### src/rtl/melody_pkg.sv
// Shared types and defaults for the melody sequencer: FSM states, note codes,
// and the timing constants used for a 25 MHz system clock.
package melody_pkg;

  typedef enum logic [2:0] {
    IDLE  = 3'd0,
    FETCH = 3'd1,
    LOAD  = 3'd2,
    PLAY  = 3'd3,
    DONE  = 3'd4
  } state_e;

  localparam logic [1:0] REST = 2'd0;
  localparam logic [1:0] N1   = 2'd1;
  localparam logic [1:0] N2   = 2'd2;
  localparam logic [1:0] N3   = 2'd3;

  localparam int unsigned NOTE_TICKS_DEF = 6_250_000;
  localparam int unsigned HALF_1_DEF     = 28_409;
  localparam int unsigned HALF_2_DEF     = 25_310;
  localparam int unsigned HALF_3_DEF     = 22_549;

  function automatic int unsigned max3(input int unsigned a, input int unsigned b,
                                       input int unsigned c);
    int unsigned m;
    m = (a > b) ? a : b;
    return (m > c) ? m : c;
  endfunction

endpackage

### src/rtl/melody_player_tone_gen.sv
// Square-wave generator: toggles tone_out every HALF_c cycles for note code c,
// silent for a rest or while clear is held.
module tone_gen
  import melody_pkg::*;
#(
  parameter int unsigned HALF_1 = HALF_1_DEF,
  parameter int unsigned HALF_2 = HALF_2_DEF,
  parameter int unsigned HALF_3 = HALF_3_DEF
) (
  input  logic       clk,
  input  logic       rst_n,
  input  logic       clear,
  input  logic [1:0] note_code,
  output logic       tone_out
);

  localparam int unsigned HALF_MAX = max3(HALF_1, HALF_2, HALF_3);
  localparam int unsigned HALF_W   = (HALF_MAX > 1) ? $clog2(HALF_MAX) : 1;

  logic [HALF_W-1:0] half_cnt_q, half_cnt_d;
  logic [HALF_W-1:0] half_last;
  logic              tone_q, tone_d;

  always_comb begin
    half_last = '0;
    case (note_code)
      N1:      half_last = HALF_W'(HALF_1 - 1);
      N2:      half_last = HALF_W'(HALF_2 - 1);
      N3:      half_last = HALF_W'(HALF_3 - 1);
      default: half_last = '0;
    endcase
  end

  always_comb begin
    half_cnt_d = half_cnt_q;
    tone_d     = tone_q;
    if (clear || note_code == REST) begin
      half_cnt_d = '0;
      tone_d     = 1'b0;
    end else if (half_cnt_q == half_last) begin
      half_cnt_d = '0;
      tone_d     = ~tone_q;
    end else begin
      half_cnt_d = half_cnt_q + HALF_W'(1);
    end
  end

  always_ff @(posedge clk or negedge rst_n) begin
    if (!rst_n) begin
      half_cnt_q <= '0;
      tone_q     <= 1'b0;
    end else begin
      half_cnt_q <= half_cnt_d;
      tone_q     <= tone_d;
    end
  end

  assign tone_out = tone_q;

endmodule

### src/rtl/melody_player.sv
// Melody sequencer: walks the melody ROM address, holds each note for NOTE_TICKS
// cycles and drives the tone generator, with start/stop/busy/done control.
module melody_player
  import melody_pkg::*;
#(
  parameter int unsigned MELODY_LEN = 7,
  parameter int unsigned ADDR_W     = 3,
  parameter int unsigned NOTE_TICKS = NOTE_TICKS_DEF,
  parameter int unsigned HALF_1     = HALF_1_DEF,
  parameter int unsigned HALF_2     = HALF_2_DEF,
  parameter int unsigned HALF_3     = HALF_3_DEF
) (
  input  logic              clk,
  input  logic              rst_n,
  input  logic              start,
  input  logic              stop,
  input  logic              loop_en,
  output logic [ADDR_W-1:0] rom_addr,
  input  logic [1:0]        rom_q,
  output logic [1:0]        note_code,
  output logic              tone_out,
  output logic              busy,
  output logic              done
);

  localparam int unsigned       DUR_W     = (NOTE_TICKS > 1) ? $clog2(NOTE_TICKS) : 1;
  localparam logic [DUR_W-1:0]  DUR_LAST  = DUR_W'(NOTE_TICKS - 1);
  localparam logic [ADDR_W-1:0] ADDR_LAST = ADDR_W'(MELODY_LEN - 1);

  state_e            state_q, state_d;
  logic [ADDR_W-1:0] addr_q, addr_d;
  logic [DUR_W-1:0]  dur_q, dur_d;
  logic [1:0]        note_q, note_d;
  logic              tone_clear;

  always_comb begin
    state_d = state_q;
    addr_d  = addr_q;
    dur_d   = dur_q;
    note_d  = note_q;
    case (state_q)
      IDLE: begin
        if (start && !stop) begin
          addr_d  = '0;
          state_d = FETCH;
        end
      end
      FETCH: state_d = stop ? IDLE : LOAD;
      LOAD: begin
        if (stop) begin
          state_d = IDLE;
        end else begin
          note_d  = rom_q;
          dur_d   = '0;
          state_d = PLAY;
        end
      end
      PLAY: begin
        if (stop) begin
          state_d = IDLE;
        end else if (dur_q == DUR_LAST) begin
          if (addr_q != ADDR_LAST) begin
            addr_d  = addr_q + ADDR_W'(1);
            state_d = FETCH;
          end else if (loop_en) begin
            addr_d  = '0;
            state_d = FETCH;
          end else begin
            state_d = DONE;
          end
        end else begin
          dur_d = dur_q + DUR_W'(1);
        end
      end
      DONE:    state_d = IDLE;
      default: state_d = IDLE;
    endcase
  end

  always_ff @(posedge clk or negedge rst_n) begin
    if (!rst_n) begin
      state_q <= IDLE;
      addr_q  <= '0;
      dur_q   <= '0;
      note_q  <= REST;
    end else begin
      state_q <= state_d;
      addr_q  <= addr_d;
      dur_q   <= dur_d;
      note_q  <= note_d;
    end
  end

  // Clearing on the leaving edge too keeps the tone silent through the FETCH/LOAD gap.
  assign tone_clear = (state_q != PLAY) || (state_d != PLAY);

  tone_gen #(
    .HALF_1(HALF_1),
    .HALF_2(HALF_2),
    .HALF_3(HALF_3)
  ) u_tone_gen (
    .clk      (clk),
    .rst_n    (rst_n),
    .clear    (tone_clear),
    .note_code(note_q),
    .tone_out (tone_out)
  );

  assign rom_addr  = addr_q;
  assign note_code = (state_q == PLAY) ? note_q : REST;
  assign busy      = (state_q != IDLE);
  assign done      = (state_q == DONE);

endmodule

### config.mk
export PLATFORM = sky130hd
export DESIGN_NAME = melody_player
export DESIGN_NICKNAME = d
export VERILOG_FILES = /design/src/rtl/melody_pkg.sv /design/src/rtl/melody_player_tone_gen.sv /design/src/rtl/melody_player.sv
export SDC_FILE = /design/constraint.sdc
export NUM_CORES = 1
export LEC_CHECK = 0
export BUFFER_PORTS_ARGS = -buffer_cell sky130_fd_sc_hd__buf_2
export CAP_MARGIN = 20
export CORE_MARGIN = 10
export CORE_UTILIZATION = 40
export DETAILED_ROUTE_END_ITERATION = 6
export GPL_ROUTABILITY_DRIVEN = 0
export PLACE_DENSITY = 0.56
export SETUP_SLACK_MARGIN = 0.02
export SLEW_MARGIN = 20
export SYNTH_ARGS = -nofsm -noshare
export SYNTH_HDL_FRONTEND = slang
export SYNTH_HIERARCHICAL = 1
export SYNTH_SLANG_ARGS = --single-unit
### constraint.sdc
create_clock -name clk -period 2.2 [get_ports clk]
set_input_delay 0.11 -clock clk [delete_from_list [all_inputs] [get_ports clk]]
set_output_delay 0.11 -clock clk [all_outputs]
set_load 0.05 [all_outputs]
# Yosys cells after proc, flatten, opt, wreduce, memory -nomap -nowiden
# Index checks and enable logic that the tools add are counted.
[word_totals]
regBits = 47
input_bits = 7
output_inout_bits = 8
[classes]
addsub = 3
n_eq_ne = 18
muxes = 24
bitwise = 2
n_reduce_logical = 13
[ops]
columns = ["cell", "count"]
rows = [
  ["2-to-1 mux 23 bit", 3],
  ["one-hot mux 23 bit (2 select lines)", 1],
  ["one-hot mux 15 bit (3 select lines)", 1],
  ["2-to-1 mux 15 bit", 2],
  ["2-to-1 mux 3 bit", 10],
  ["adder 23 x 1 -> 23 bit (second input constant)", 1],
  ["equality test 23 bit (second input constant)", 1],
  ["adder 15 x 1 -> 15 bit (second input constant)", 1],
  ["equality test 15 bit", 1],
  ["one-hot mux 3 bit (4 select lines)", 1],
  ["inequality test 2 bit (second input constant)", 5],
  ["equality test 3 x 2 -> 1 bit (second input constant)", 2],
  ["2-to-1 mux 2 bit", 3],
  ["inequality test 3 x 2 -> 1 bit (second input constant)", 2],
  ["inequality test 3 bit (second input constant)", 2],
  ["one-hot mux 3 bit (2 select lines)", 1],
  ["nonzero test 2 bit", 3],
  ["AND reduction 5 bit", 1],
  ["equality test 2 bit (second input constant)", 2],
  ["AND reduction 4 bit", 1],
  ["adder 3 x 1 -> 3 bit (second input constant)", 1],
  ["equality test 3 x 1 -> 1 bit (second input constant)", 1],
  ["equality test 3 bit (second input constant)", 1],
  ["zero test 3 bit", 1],
  ["other kinds (9)", 12],
]

# Logic depth before layout (Yosys ltp)
[logic_depth]
ltp_word = 9
depth_mapped = 9
ltp_nobuf = 7

# Hierarchy
# Netlist, hierarchy kept.
[modules_own_cells]
columns = ["module", "instances", "cells_each", "area_per_inst_um2", "seq_area_each_um2"]
rows = [
  ["melody_player", 1, 200, 1761.7, 775.7],
  ["tone_gen", 1, 103, 999.7, 400.4],
]

# Least setup slack after synthesis
# OpenSTA, ideal clock, no wires.
[synth_timing]
path_kind = "reg-to-output"
from = "register state_q[0]"
to = "output done"
arrival_time_ps = 2006
required_ps = 2090
path_slack_ps = 84
path_stages_with_launch = 4
path_buffers = 2
path_cell_list = "dfrtp_1 clkbuf_1 clkbuf_1 nor3b_1"
[synth_between]
elab_chain_cells = 1
[synth_rtl]
columns = ["item", "line_no", "source"]
rows = [
  ["start, declared", "melody_player.sv:30", "state_e state_q, state_d;"],
  ["start signal, assigned", "melody_player.sv:87", "state_q <= state_d;"],
  ["equality test 3 bit", "melody_player.sv:112", "assign done = (state_q == DONE);"],
  ["end, declared", "melody_player.sv:23", "output logic done"],
]
# Every way passes these cells.

# Worst setup path in the final report
[layout_timing]
from = "register note_q[1]"
to = "register u_tone_gen.tone_q (netlist: u_tone_gen/tone_out)"
[layout_between]
elab_chain_cells = 4
elab_cells_between_ends = 9
classes_between = "eq/ne: 4; mux: 2; reduce/logical: 3"
[layout_rtl]
columns = ["item", "line_no", "source"]
rows = [
  ["start, declared", "melody_player.sv:33", "logic [1:0] note_q, note_d;"],
  ["start signal, assigned", "melody_player.sv:90", "note_q <= note_d;"],
  ["equality test 2 bit / equality test 2 x 1 -> 1 bit (equally long branches)", "melody_player_tone_gen.sv:26", "case (note_code)"],
  ["one-hot mux 15 bit (3 select lines)", "melody_player_tone_gen.sv:26", ""],
  ["equality test 15 bit", "melody_player_tone_gen.sv:40", "end else if (half_cnt_q == half_last) begin"],
  ["nonzero test 2 bit (no source line)", "-", ""],
  ["end signal, assigned", "melody_player_tone_gen.sv:54", "tone_q <= tone_d;"],
  ["end, declared", "melody_player_tone_gen.sv:22", "logic tone_q, tone_d;"],
]
# Several ways; a longest one is shown, not always the timed one.
# A chain may end at the register's enable or synchronous reset.

==> metrics <==
status finished clean; Setup Skew 0.00582 ns; Final Cycle Share 0.949; row count 30; post-synthesis compound-gate area fraction 0.151; Core Util, Final 0.464; most frequent cells in the layout dfrtp_1 (47), nor2_1 (36), nand3_1 (21); I/O pin count 15; total CTS buffers 5; synth warn 6; endpoint class of the critical path flip-flop; Netlist Area Pre-Place 2760 sq um; f_max 0.479 GHz; CP required 2.42 ns; first-pass GRT wire length 10900 um; Total Wirelength 6330 um; all-layer global routing usage 0.129; Worst Path Buf+Inv 1; power per standard cell area 627 nW/um^2; mux contribution to synthesized area 0.0263; Root Buffer Master clkbuf_8; Slew Limit Headroom 0.454; Worst-Skew Late Latency 0.30 ns; antenna violations before repair 0; synth unique cells 52; Synth Area in Adders 0.0317; worst setup path class flip-flop to flip-flop; largest net degree at the start of global routing 36; CP peak stage delay 0.48 ns; Via density 5.63; fillers about 670; Worst Tran Pin Value 0.819 ns; fin crit period 2.09 ns; syn nets roughly 320; FFs w/ async S/R, synth 1.00; initial core utilization 0.409; Buffers on Ports 14; Slew Limit Fails 0; Primary FF master, synth dfrtp_1; Post-synth EDFFs 0; CP max stage cell or4_4; Power Total 1.96 mW; Avg Cell Area, Syn 9.11 sq um; Yosys reg bits 47; startpoint types flip-flop; DRC errors left 0; largest family of logic cells by synthesized area simple AND/OR/NAND/NOR gates; # Max-Cap Violations 0; Initial DRT Pass Iterations 4; Crit path depth 7; gr ovfl total 0; post-synthesis xor/xnor area fraction 0.0571; Seq/Total Area, Yosys 0.426; post-DP HPWL 4590 um; Longest Clk Path Bufs 2; Antenna diodes 0; CP Data Arrival Time between 2 and 2.5 ns; unrepaired setup endpoints after global routing false; Net count, final 346; R2R depth 7; setup TNS 0 ns; Final ANT Viol Nets 0; Iter 0 DRT Violations 183; Die W 103 um; dpl ws 0.0943 ns; clock sinks between 40 and 50; count of final setup violators 0; largest fanout on the critical path 4; full die area 10600 sq um; Cells after Synth just over 300; hold slack final 0.0399 ns; CP top delay family simple AND/OR/NAND/NOR gates; WHS Path Cells 2; synthesis-to-finish area growth 13.5%; CTS tree done; layout cells sized above 1 0.169; hold crit path type primary input to flip-flop; Clock transition at path regs approximately 0.09 ns; Worst VDD drop 413 uV; Die Y 103 um; final hold vios 0; LEAKAGE 1.30 nW; CORE AREA 6760 sq um; routed via count 2320; DR WL/cell ~15 um; most common cell after layout, fill and taps aside dfrtp_1; final worst slack 0.112 ns; post-synthesis simple-gate area fraction 0.269; H-tree Lvls 2; CP cell instances buf_4 > ha_1 > or4_4 > nor2_2 > a21oi_2 > or4_1 > a21boi_1; vias in the first global route ~2200
-- path summary, 6_finish.rpt --
kind                       startpoint             endpoint  slack, ns
max                         note_q[1]  u_tone_gen/tone_out       0.11
min                          rom_q[1]            note_q[1]       0.04
max reg2reg                 note_q[1]  u_tone_gen/tone_out       0.11
min reg2reg                 dur_q[21]            dur_q[21]       0.53
max in group asynchronous       rst_n            note_q[1]       1.07
min in group asynchronous       rst_n            dur_q[21]       0.44
-- cell type report --
cell class                      instances  area, sq um  share of cell area
Clock buffer                            6         82.6              0.0263
Clock inverter                          1         5.00             0.00160
Inverter                               11         41.3              0.0132
Multi-Input combinational cell        233         1490               0.477
Sequential cell                        47         1180               0.375
Tap cell                               80          100              0.0319
Timing Repair Buffer                   34          235              0.0750
-- cells by family (layout without fill, tap and decap cells) --
| group | count (synthesis) | count (layout) |
|---|---|---|
| adders and majority gates | 7 | 7 |
| muxes | 7 | 7 |
| DFF | 47 | 47 |
| xor gates and xnor gates | 18 | 18 |
| buffers and inverters | 23 | 52 |
| AOI/OAI and AO/OA | 62 | 62 |
| and+or+nand+nor | 139 | 139 |
-- layer usage --
metal | global-route usage | vias to the layer above | wire [um]
met5 | 0 | - | 0
met4 | 0.0396 | 0 | 56
met3 | 0.0342 | 4 | 350
met2 | 0.178 | 48 | 2680
met1 | 0.189 | 1101 | 3240
li1 | - | 1167 | -
-- report_power, final --
group,leakage (nW),internal [mW],switching [mW],total (mW)
sequential,0.639,0.912,0.0605,0.973
clock,0.0470,0.247,0.287,0.535
combinational,0.614,0.201,0.256,0.457
total,1.30,1.36,0.604,1.96
-- state kept, by name, indices dropped and copies added (netlist names) --
name                   count
dur_q                     23
note_q                     2
rom_addr                   3
state_q                    3
u_tone_gen/half_cnt_q     15
u_tone_gen/tone_out        1
-- Yosys cell counts (2+ instances only) --
cell / instances / share of area
nand3_2: 3 / 0.011
o31ai_1: 6 / 0.016
nor2_1: 37 / 0.050
a21oi_1: 12 / 0.022
and4_1: 4 / 0.013
clkbuf_1: 7 / 0.0095
buf_2: 2 / 0.0036
and3_1: 6 / 0.014
o21ai_0: 20 / 0.036
ha_1: 7 / 0.032
nor3_1: 7 / 0.013
and2_1: 4 / 0.0091
or3_1: 7 / 0.016
dfrtp_1: 47 / 0.43
nand2b_1: 2 / 0.0045
nand3_1: 21 / 0.038
o211ai_1: 3 / 0.0082
nand4_1: 16 / 0.036
nand2_1: 20 / 0.027
mux2i_1: 5 / 0.018
buf_6: 2 / 0.0082
a21o_1: 3 / 0.0082
nor4_1: 2 / 0.0045
inv_1: 11 / 0.015
xnor2_1: 9 / 0.029
nor3b_1: 2 / 0.0054
xor2_1: 9 / 0.029
a31oi_1: 4 / 0.0091
mux2_2: 2 / 0.0082
-- stage by stage --
stage,std cells,instance area (sq um)
floorplan,303,2760
global placement,403,3010
detailed placement,403,3010
CTS,411,3110
global route,412,3130
finish,412,3130
-- what timing repair did --
action                     CTS  global route
hold buffers                 1             0
setup endpoints to repair    0            16
buffers inserted             0             1
hold endpoints to repair    34             0
resized for setup            0             5
(Power assumes the default switching activity.)
